File: src/rtl/ex_div_unit.sv
// Iterative radix-2 restoring divider for DIV.W / MOD.W / DIV.WU / MOD.WU.
// Holds the ID/EX register through stall_req while iterating; done pulses for one cycle with result.
module ex_div_unit (
  input  logic        clk,
  input  logic        rst,
  input  logic        start,
  input  logic        flush,
  input  logic [1:0]  div_op,
  input  logic [31:0] src_j,
  input  logic [31:0] src_k,
  output logic        busy,
  output logic        stall_req,
  output logic        done,
  output logic [31:0] result
);

  typedef enum logic [1:0] {IDLE, CALC, DONE} state_t;

  state_t      state_q, state_d;
  logic [5:0]  cnt_q;
  logic [32:0] rem_q;
  logic [31:0] quo_q;
  logic [31:0] dvs_q;
  logic [31:0] src_j_q;
  logic        mod_q, q_neg_q, r_neg_q, dz_q;
  logic [31:0] result_q;

  logic        sgn_op;
  logic        accept;
  logic        last;
  logic [31:0] abs_j, abs_k;
  logic [32:0] rem_sh;
  logic [33:0] trial;
  logic        ge;
  logic [32:0] rem_nx;
  logic [31:0] quo_nx;
  logic [31:0] res_fix;

  assign sgn_op = ~div_op[1];
  assign accept = (state_q == IDLE) & start & ~flush;
  assign last   = (cnt_q == 6'd31);
  assign abs_j  = (sgn_op & src_j[31]) ? -src_j : src_j;
  assign abs_k  = (sgn_op & src_k[31]) ? -src_k : src_k;

  // A set top remainder bit means the shifted value already exceeds any 32-bit divisor.
  assign rem_sh = {rem_q[31:0], quo_q[31]};
  assign trial  = {1'b0, rem_sh} - {2'b00, dvs_q};
  assign ge     = rem_q[32] | ~trial[33];
  assign rem_nx = ge ? trial[32:0] : rem_sh;
  assign quo_nx = {quo_q[30:0], ge};

  always_comb begin
    res_fix = 32'h0;
    if (dz_q)
      res_fix = mod_q ? src_j_q : 32'hFFFF_FFFF;
    else if (mod_q)
      res_fix = r_neg_q ? -rem_nx[31:0] : rem_nx[31:0];
    else
      res_fix = q_neg_q ? -quo_nx : quo_nx;
  end

  always_ff @(posedge clk) begin
    if (rst) state_q <= IDLE;
    else     state_q <= state_d;
  end

  always_comb begin
    state_d = state_q;
    case (state_q)
      IDLE:    if (accept) state_d = CALC;
      CALC:    if (last) state_d = DONE;
      DONE:    state_d = IDLE;
      default: state_d = IDLE;
    endcase
    if (flush) state_d = IDLE;
  end

  always_ff @(posedge clk) begin
    if (rst) begin
      cnt_q    <= 6'd0;
      rem_q    <= 33'd0;
      quo_q    <= 32'd0;
      dvs_q    <= 32'd0;
      src_j_q  <= 32'd0;
      mod_q    <= 1'b0;
      q_neg_q  <= 1'b0;
      r_neg_q  <= 1'b0;
      dz_q     <= 1'b0;
      result_q <= 32'd0;
    end else begin
      if (accept) begin
        mod_q   <= div_op[0];
        quo_q   <= abs_j;
        dvs_q   <= abs_k;
        src_j_q <= src_j;
        q_neg_q <= sgn_op & (src_j[31] ^ src_k[31]);
        r_neg_q <= sgn_op & src_j[31];
        dz_q    <= (src_k == 32'd0);
        cnt_q   <= 6'd0;
        rem_q   <= 33'd0;
      end else if (state_q == CALC) begin
        rem_q <= rem_nx;
        quo_q <= quo_nx;
        cnt_q <= cnt_q + 6'd1;
        if (last && !flush) result_q <= res_fix;
      end
    end
  end

  assign busy      = (state_q != IDLE);
  assign done      = (state_q == DONE);
  assign stall_req = accept | (state_q == CALC);
  assign result    = result_q;

endmodule

File: config.mk
export PLATFORM = sky130hd
export DESIGN_NAME = ex_div_unit
export DESIGN_NICKNAME = d
export VERILOG_FILES = /design/src/rtl/ex_div_unit.sv
export SDC_FILE = /design/constraint.sdc
export NUM_CORES = 1
export LEC_CHECK = 0
export CELL_PAD_IN_SITES_DETAIL_PLACEMENT = 2
export CELL_PAD_IN_SITES_GLOBAL_PLACEMENT = 2
export CORE_MARGIN = 4
export CORE_UTILIZATION = 32
export CTS_BUF_LIST = sky130_fd_sc_hd__clkbuf_4 sky130_fd_sc_hd__clkbuf_8
export CTS_CLUSTER_SIZE = 30
export DETAILED_ROUTE_END_ITERATION = 8
export PLACE_DENSITY_LB_ADDON = 0.1
export REMOVE_ABC_BUFFERS = 1
export SLEW_MARGIN = 0
export SYNTH_ARGS = -nofsm -noshare
export SYNTH_HDL_FRONTEND = slang
export SYNTH_SLANG_ARGS = --single-unit
File: constraint.sdc
create_clock -name clk -period 4.55 [get_ports clk]
set_clock_uncertainty 0.1 [all_clocks]
set_input_delay 0.91 -clock clk [delete_from_list [all_inputs] [get_ports clk]]
set_output_delay 0.91 -clock clk [all_outputs]
set_load 0.01 [all_outputs]
# After elaboration in Yosys (flattened, before gate mapping)
# Index checks and enable logic that the tools add are counted.
[totals]
register_bits = 173
latch_bits = 0
ram_bits = 0
romBits = 0
wordCells = 57
mem_count = 0
[op_classes]
n_addsub = 6
mul = 0
div_mod_pow = 0
magnitude_cmp = 0
eq_ne = 5
shift = 0
n_mux = 13
n_bitwise = 12
reduce_logical = 10
[ops]
columns = ["op", "n"]
rows = [
  ["$mux 32", 9],
  ["$neg 32->32", 4],
  ["$sub 33x32->34", 1],
  ["$mux 33", 1],
  ["$logic_not 32->1", 1],
  ["$add 6x1->6 const B", 1],
  ["$eq 6x5->1 const B", 1],
  ["$and 1x1->1", 5],
  ["$mux 2", 2],
  ["$ne 2x2->1 const B", 2],
  ["$not 1->1", 4],
  ["$pmux 2 s2", 1],
  ["$reduce_bool 2->1", 2],
  ["$reduce_or 2->1", 2],
  ["$reduce_and 3->1", 1],
  ["$eq 2x1->1 const B", 1],
  ["$eq 2x2->1 const B", 1],
  ["$logic_not 2->1", 1],
  ["$or 1x1->1", 2],
  ["$reduce_and 2->1", 1],
  ["$logic_and 1x1->1", 1],
  ["$logic_not 1->1", 1],
  ["$xor 1x1->1", 1],
]

# Logic depth before layout (Yosys ltp)
[depth]
depth_word = 8
mapped_depth = 25
ltp_nobuf = 20

# Worst setup path before layout
# Ideal clock, no wire load.
[synth_timing]
path_kind = "reg-to-reg"
start = "register dvs_q[30]"
end = "register result_q[30], in the netlist result[30]"
setup_time_ns = 0.125
t_arrival_ns = 4.456
required_ns = 4.325
path_slack_ns = -0.131
path_stages_with_launch = 25
path_buffers = 4
period_less_slack_ns = 4.681
cell_sequence = "dfxtp_1 > inv_1 > ha_1 > a21o_1 > a2111oi_0 > o21ai_1 > a221oi_4 > nand2_4 > buf_6 > buf_2 > buf_2 > buf_2 > nor2_1 > a21oi_1 > inv_1 > ha_1 > nand3b_1 > nor3_1 > nand3_1 > o41a_1 > a211oi_2 > o211ai_1 > or3_1 > o41ai_1 > nor2_1"
[synth_between]
elab_chain_len = 8
[synth_rtl]
columns = ["item", "line_no", "text"]
rows = [
  ["start: declaration", "23", "logic [31:0] dvs_q;"],
  ["start signal: assignment", "94", "dvs_q <= abs_k;"],
  ["$sub 33x32->34 (*)", "47", "assign trial = {1'b0, rem_sh} - {2'b00, dvs_q};"],
  ["$not 1->1", "48", "assign ge = rem_q[32] | ~trial[33];"],
  ["$or 1x1->1", "48", ""],
  ["$mux 33", "49", "assign rem_nx = ge ? trial[32:0] : rem_sh;"],
  ["$neg 32->32", "57", "res_fix = r_neg_q ? -rem_nx[31:0] : rem_nx[31:0];"],
  ["$mux 32", "57", ""],
  ["$mux 32 (*)", "56", "else if (mod_q)"],
  ["$mux 32 (*)", "54", "if (dz_q)"],
  ["end signal: assignment", "105", "if (last && !flush) result_q <= res_fix;"],
  ["end: declaration", "26", "logic [31:0] result_q;"],
]
# Mark *: on every way between the ends. The rest lies on a longest branch, timed or not.
# A chain may end at the register's enable or synchronous reset.

# Worst setup path after layout
[layout_timing]
start = "register quo_q[31]"
end = "register result_q[27], in the netlist result[27]"
[layout_between]
elab_chain_len = 8
[layout_rtl]
columns = ["item", "line_no", "text"]
rows = [
  ["start: declaration", "22", "logic [31:0] quo_q;"],
  ["start signal: assignment", "93", "quo_q <= abs_j;"],
  ["start signal: assignment", "103", "quo_q <= quo_nx;"],
  ["$sub 33x32->34", "47", ""],
  ["$not 1->1", "48", ""],
  ["$or 1x1->1", "48", ""],
  ["$mux 33", "49", ""],
  ["$neg 32->32", "57", ""],
  ["$mux 32", "57", ""],
  ["$mux 32 (*)", "56", ""],
  ["$mux 32 (*)", "54", ""],
]
# Marks and branches as above.

==> results by group <==
Power
  • VDD IR-drop max: 0.210 mV
  • Cell-internal power: 2.70 mW
  • Pwr Total: 4.60 mW
  • Sw Share: 41.3%
  • P_leak: 5.40 nW
  • Clock share of power: 24.3%
  • Reg power frac: 35.9%
  • Power Dens Cells: 307 nW/µm²
  • Combinational Power Share: 39.8%
  • P_sw: 1.90 mW

Logic synthesis
  • Seq/Total Area, Yosys: 27.8%
  • Post-Syn Area: 12500 µm²
  • Synthesized instance count: 1692
  • Synth cell count leaders: 231 x nand2_1, 193 x nor2_1, 173 x dfxtp_1
  • Syn avg cell area: 7.37 µm²
  • Top-area cell type share of the netlist area: 27.8%
  • Most numerous cell in the Yosys netlist: nand2_1
  • Warning count from the yosys run: 0
  • Dominant cell type by area after synthesis: dfxtp_1
  • Async set or reset register ratio after synthesis: 0%
  • Post-synth top flop: dfxtp_1
  • Register bit total from synthesis: 173
  • EDFF count, synth: 0
  • Synth area leaders: dfxtp_1 28%, nand2_1 7.0%, nor2_1 5.8%, a21oi_1 5.3%, xor2_1 4.1%
  • Netlist cell types: 93

Drt
  • DRT Pass-1 Iters: 5
  • DR DRC count: 0
  • Via count: 13389
  • Vias per std cell: 5.76
  • ANT nets after route: 0
  • Final wirelength: 51500 µm
  • DR iter-0 viols: 554
  • Avg WL per Cell: 22.1 µm

Finish
  • Multi-input gate area: 8500 µm²
  • Layout area overhead: 20.2%
  • Fillers: 4568
  • Non-filler cells, final: 2326
  • Layout Nets: 1903
  • Fraction of layout cells with a size suffix above 1: 11.6%
  • Final core occ: 38.9%
  • Post-route cell area: 15000 µm²
  • Storage element area: 3470 µm²
  • Ant diodes: 0

Place
  • GP Congestion: 0.880
  • Placed Area: 14300 µm²
  • # port buffers: 104
  • Dpl cells: 2277
  • Dpl hpwl: 38900 µm
  • Dpl ws: -0.0759 ns

Global route
  • Vias in the first global route: 14150
  • First-pass GRT wire length: 80500 µm
  • GRT Util Overall: 24.1%
  • Largest net degree at the start of global routing: 77
  • Initial antenna violation count: 2
  • Total grt overflow: 0

Critical path
  • Crit path to: result[27]$_SDFFE_PP0P_
  • CP max FO: 6
  • Critical-path top delay cell: a2111o_2
  • CP arrival: 4.71 ns
  • Critical Path Max Stage Delay: 0.55 ns
  • Setup Crit Path Kind: register to register
  • Worst reg2reg setup slack: 0.16 ns
  • Crit start category: register
  • Critical Path Source: quo_q[31]$_SDFFE_PP0P_
  • Worst r2r src: quo_q[31]$_SDFFE_PP0P_
  • R2r endpoint: result[27]$_SDFFE_PP0P_
  • Reg2Reg Depth: 14
  • CP Capture Type: register
  • Worst path cell trace: inv_1 -> ha_1 -> fa_1 -> nand2b_2 -> a211oi_4 -> o211ai_1 -> a211oi_2 -> nand4_1 -> a2111o_1 -> o32a_1 -> a2111o_2 -> nor3_2 -> nand3_1 -> a32o_1
  • WP data required: 4.87 ns

Outcome
  • Status: complete, no violations

STA
  • Tcrit/Tclk final: 96.5%
  • Setup TNS: 0 ns
  • Final Critical Period: 4.39 ns
  • Worst Max-Slew Pin Slew: 1.14 ns
  • Max-slew violations: 0
  • Final Hold Fails: 0
  • FMAX: 228 MHz
  • Rel. slew slack: 23.7%
  • PnR worst setup slack: 0.160 ns
  • Setup Viol. Count Final: 0
  • Worst Hold Slack: 0.360 ns

Floorplanning
  • Total Die Area: 42200 µm²
  • Die span in y: 205 µm
  • Die Wd: 205 µm
  • Initial core utilization: 32.3%
  • Placeable Area: 38600 µm²
  • Top Ports: 105
  • Row count: 72

CTS
  • Clock transition at the registers of the reported paths: 0.10 ns
  • Clock Latency Late Sink: 0.53 ns
  • CTS max path bufs: 2
  • CTS Buf Count: 17
  • Clock root cell: clkbuf_8
  • TritonCTS clock tree: built
  • Post-CTS Hold Fix Bufs: 0
  • Max H-tree Level: 4
  • CTS sink count: 173

Hold path
  • Hold crit path type: register to register

Flow run
  • Max_cap viols: 0
logic make-up (layout without fill, tap and decap cells):
| logic type | after synthesis | count (layout) | share of synthesized area, % |
|---|---|---|---|
| AND/OR/NAND/NOR | 663 | 663 | 24.9 |
| AO/OA/AOI/OAI | 517 | 518 | 28.7 |
| buffers and inverters | 175 | 290 | 5.63 |
| flip-flops | 173 | 173 | 27.8 |
| XOR/XNOR | 108 | 108 | 7.59 |
| adder cells (fa/ha/maj) | 38 | 38 | 3.87 |
| multiplexers | 18 | 18 | 1.50 |
registers in the layout, indices dropped and copies added (netlist names), 2 cells and up:
register and flops:
rem_q 33, dvs_q 32, quo_q 32, result 32
src_j_q 32, cnt_q 6, state_q 2
cells in the final DEF, fill, tap and decap left out, types with 9 or more instances in the layout:
master           count
nand3_1             32
or4_1               21
o31ai_1             23
nand2_1            231
a311oi_1            17
nand2b_1            16
o21ai_0             88
inv_1               58
nor3_1              48
a211oi_1            64
xor2_1              58
or3_1               21
clkdlybuf4s50_1    103
a21o_1              10
nor4_1              16
xnor2_1             50
clkbuf_8            18
dfxtp_1            168
o21a_1              13
a21oi_1            131
o211ai_1            13
nand4_1             13
nor2_1             192
nor2b_1              9
ha_1                27
mux2i_1             13
buf_4               92
o221ai_1            15
o22ai_1             11
layout make-up:
type,count,area share [%]
Sequential cell,173,23.1
Inverter,60,1.50
Multi-Input combinational cell,1345,56.7
Clock inverter,14,0.826
Timing Repair Buffer,198,11.8
Clock buffer,18,1.65
Tap cell,518,4.32
how the worst min path moves through the flow:
stage / cells after the start / start / slack (ns) / to
after floorplan: 2 / src_j_q[8]$_SDFFE_PP0P_ / 0.33 / src_j_q[8]$_SDFFE_PP0P_
after global placement: 2 / src_j_q[19]$_SDFFE_PP0P_ / 0.34 / src_j_q[19]$_SDFFE_PP0P_
after detailed placement: 2 / result[1]$_SDFFE_PP0P_ / 0.35 / result[1]$_SDFFE_PP0P_
after CTS: 2 / dvs_q[31]$_SDFFE_PP0P_ / 0.36 / dvs_q[31]$_SDFFE_PP0P_
after global routing: 2 / src_j_q[22]$_SDFFE_PP0P_ / 0.39 / src_j_q[22]$_SDFFE_PP0P_
final: 2 / dvs_q[22]$_SDFFE_PP0P_ / 0.36 / dvs_q[22]$_SDFFE_PP0P_
critical path: cells and delay by family, from the launching register on:
family | cells | cell delay (ns)
compound gates | 7 | 2.28
fa+ha+maj | 2 | 0.67
buf+inv | 1 | 0.07
flops | 1 | 0.37
simple gates | 4 | 0.79
routing by layer:
layer	vias to the layer above	GRT usage, %	part of all wire (%)
li1	6363	-	-
met1	6816	30.5	45
met2	157	43.3	51
met3	51	3.34	2.4
met4	2	5.41	1.7
met5	-	0	0.021
timing repair:
action	in CTS	in global routing
pin swaps	2	20
setup endpoints to repair	5	15
endpoints found under the hold margin	0	0
gates resized for setup	5	41
buffers inserted	1	15
gates cloned	0	1
power by group through the flow:
stage / clock network, mW / registers (mW) / logic [mW]
after floorplan: 0 / 1.66 / 1.07
after global placement: 0 / 1.68 / 1.67
after detailed placement: 0 / 1.69 / 1.71
after CTS: 1.16 / 1.65 / 1.74
after global routing: 1.22 / 1.66 / 2.01
final: 1.12 / 1.65 / 1.83
No activity file was read; power rests on OpenSTA's default activity.
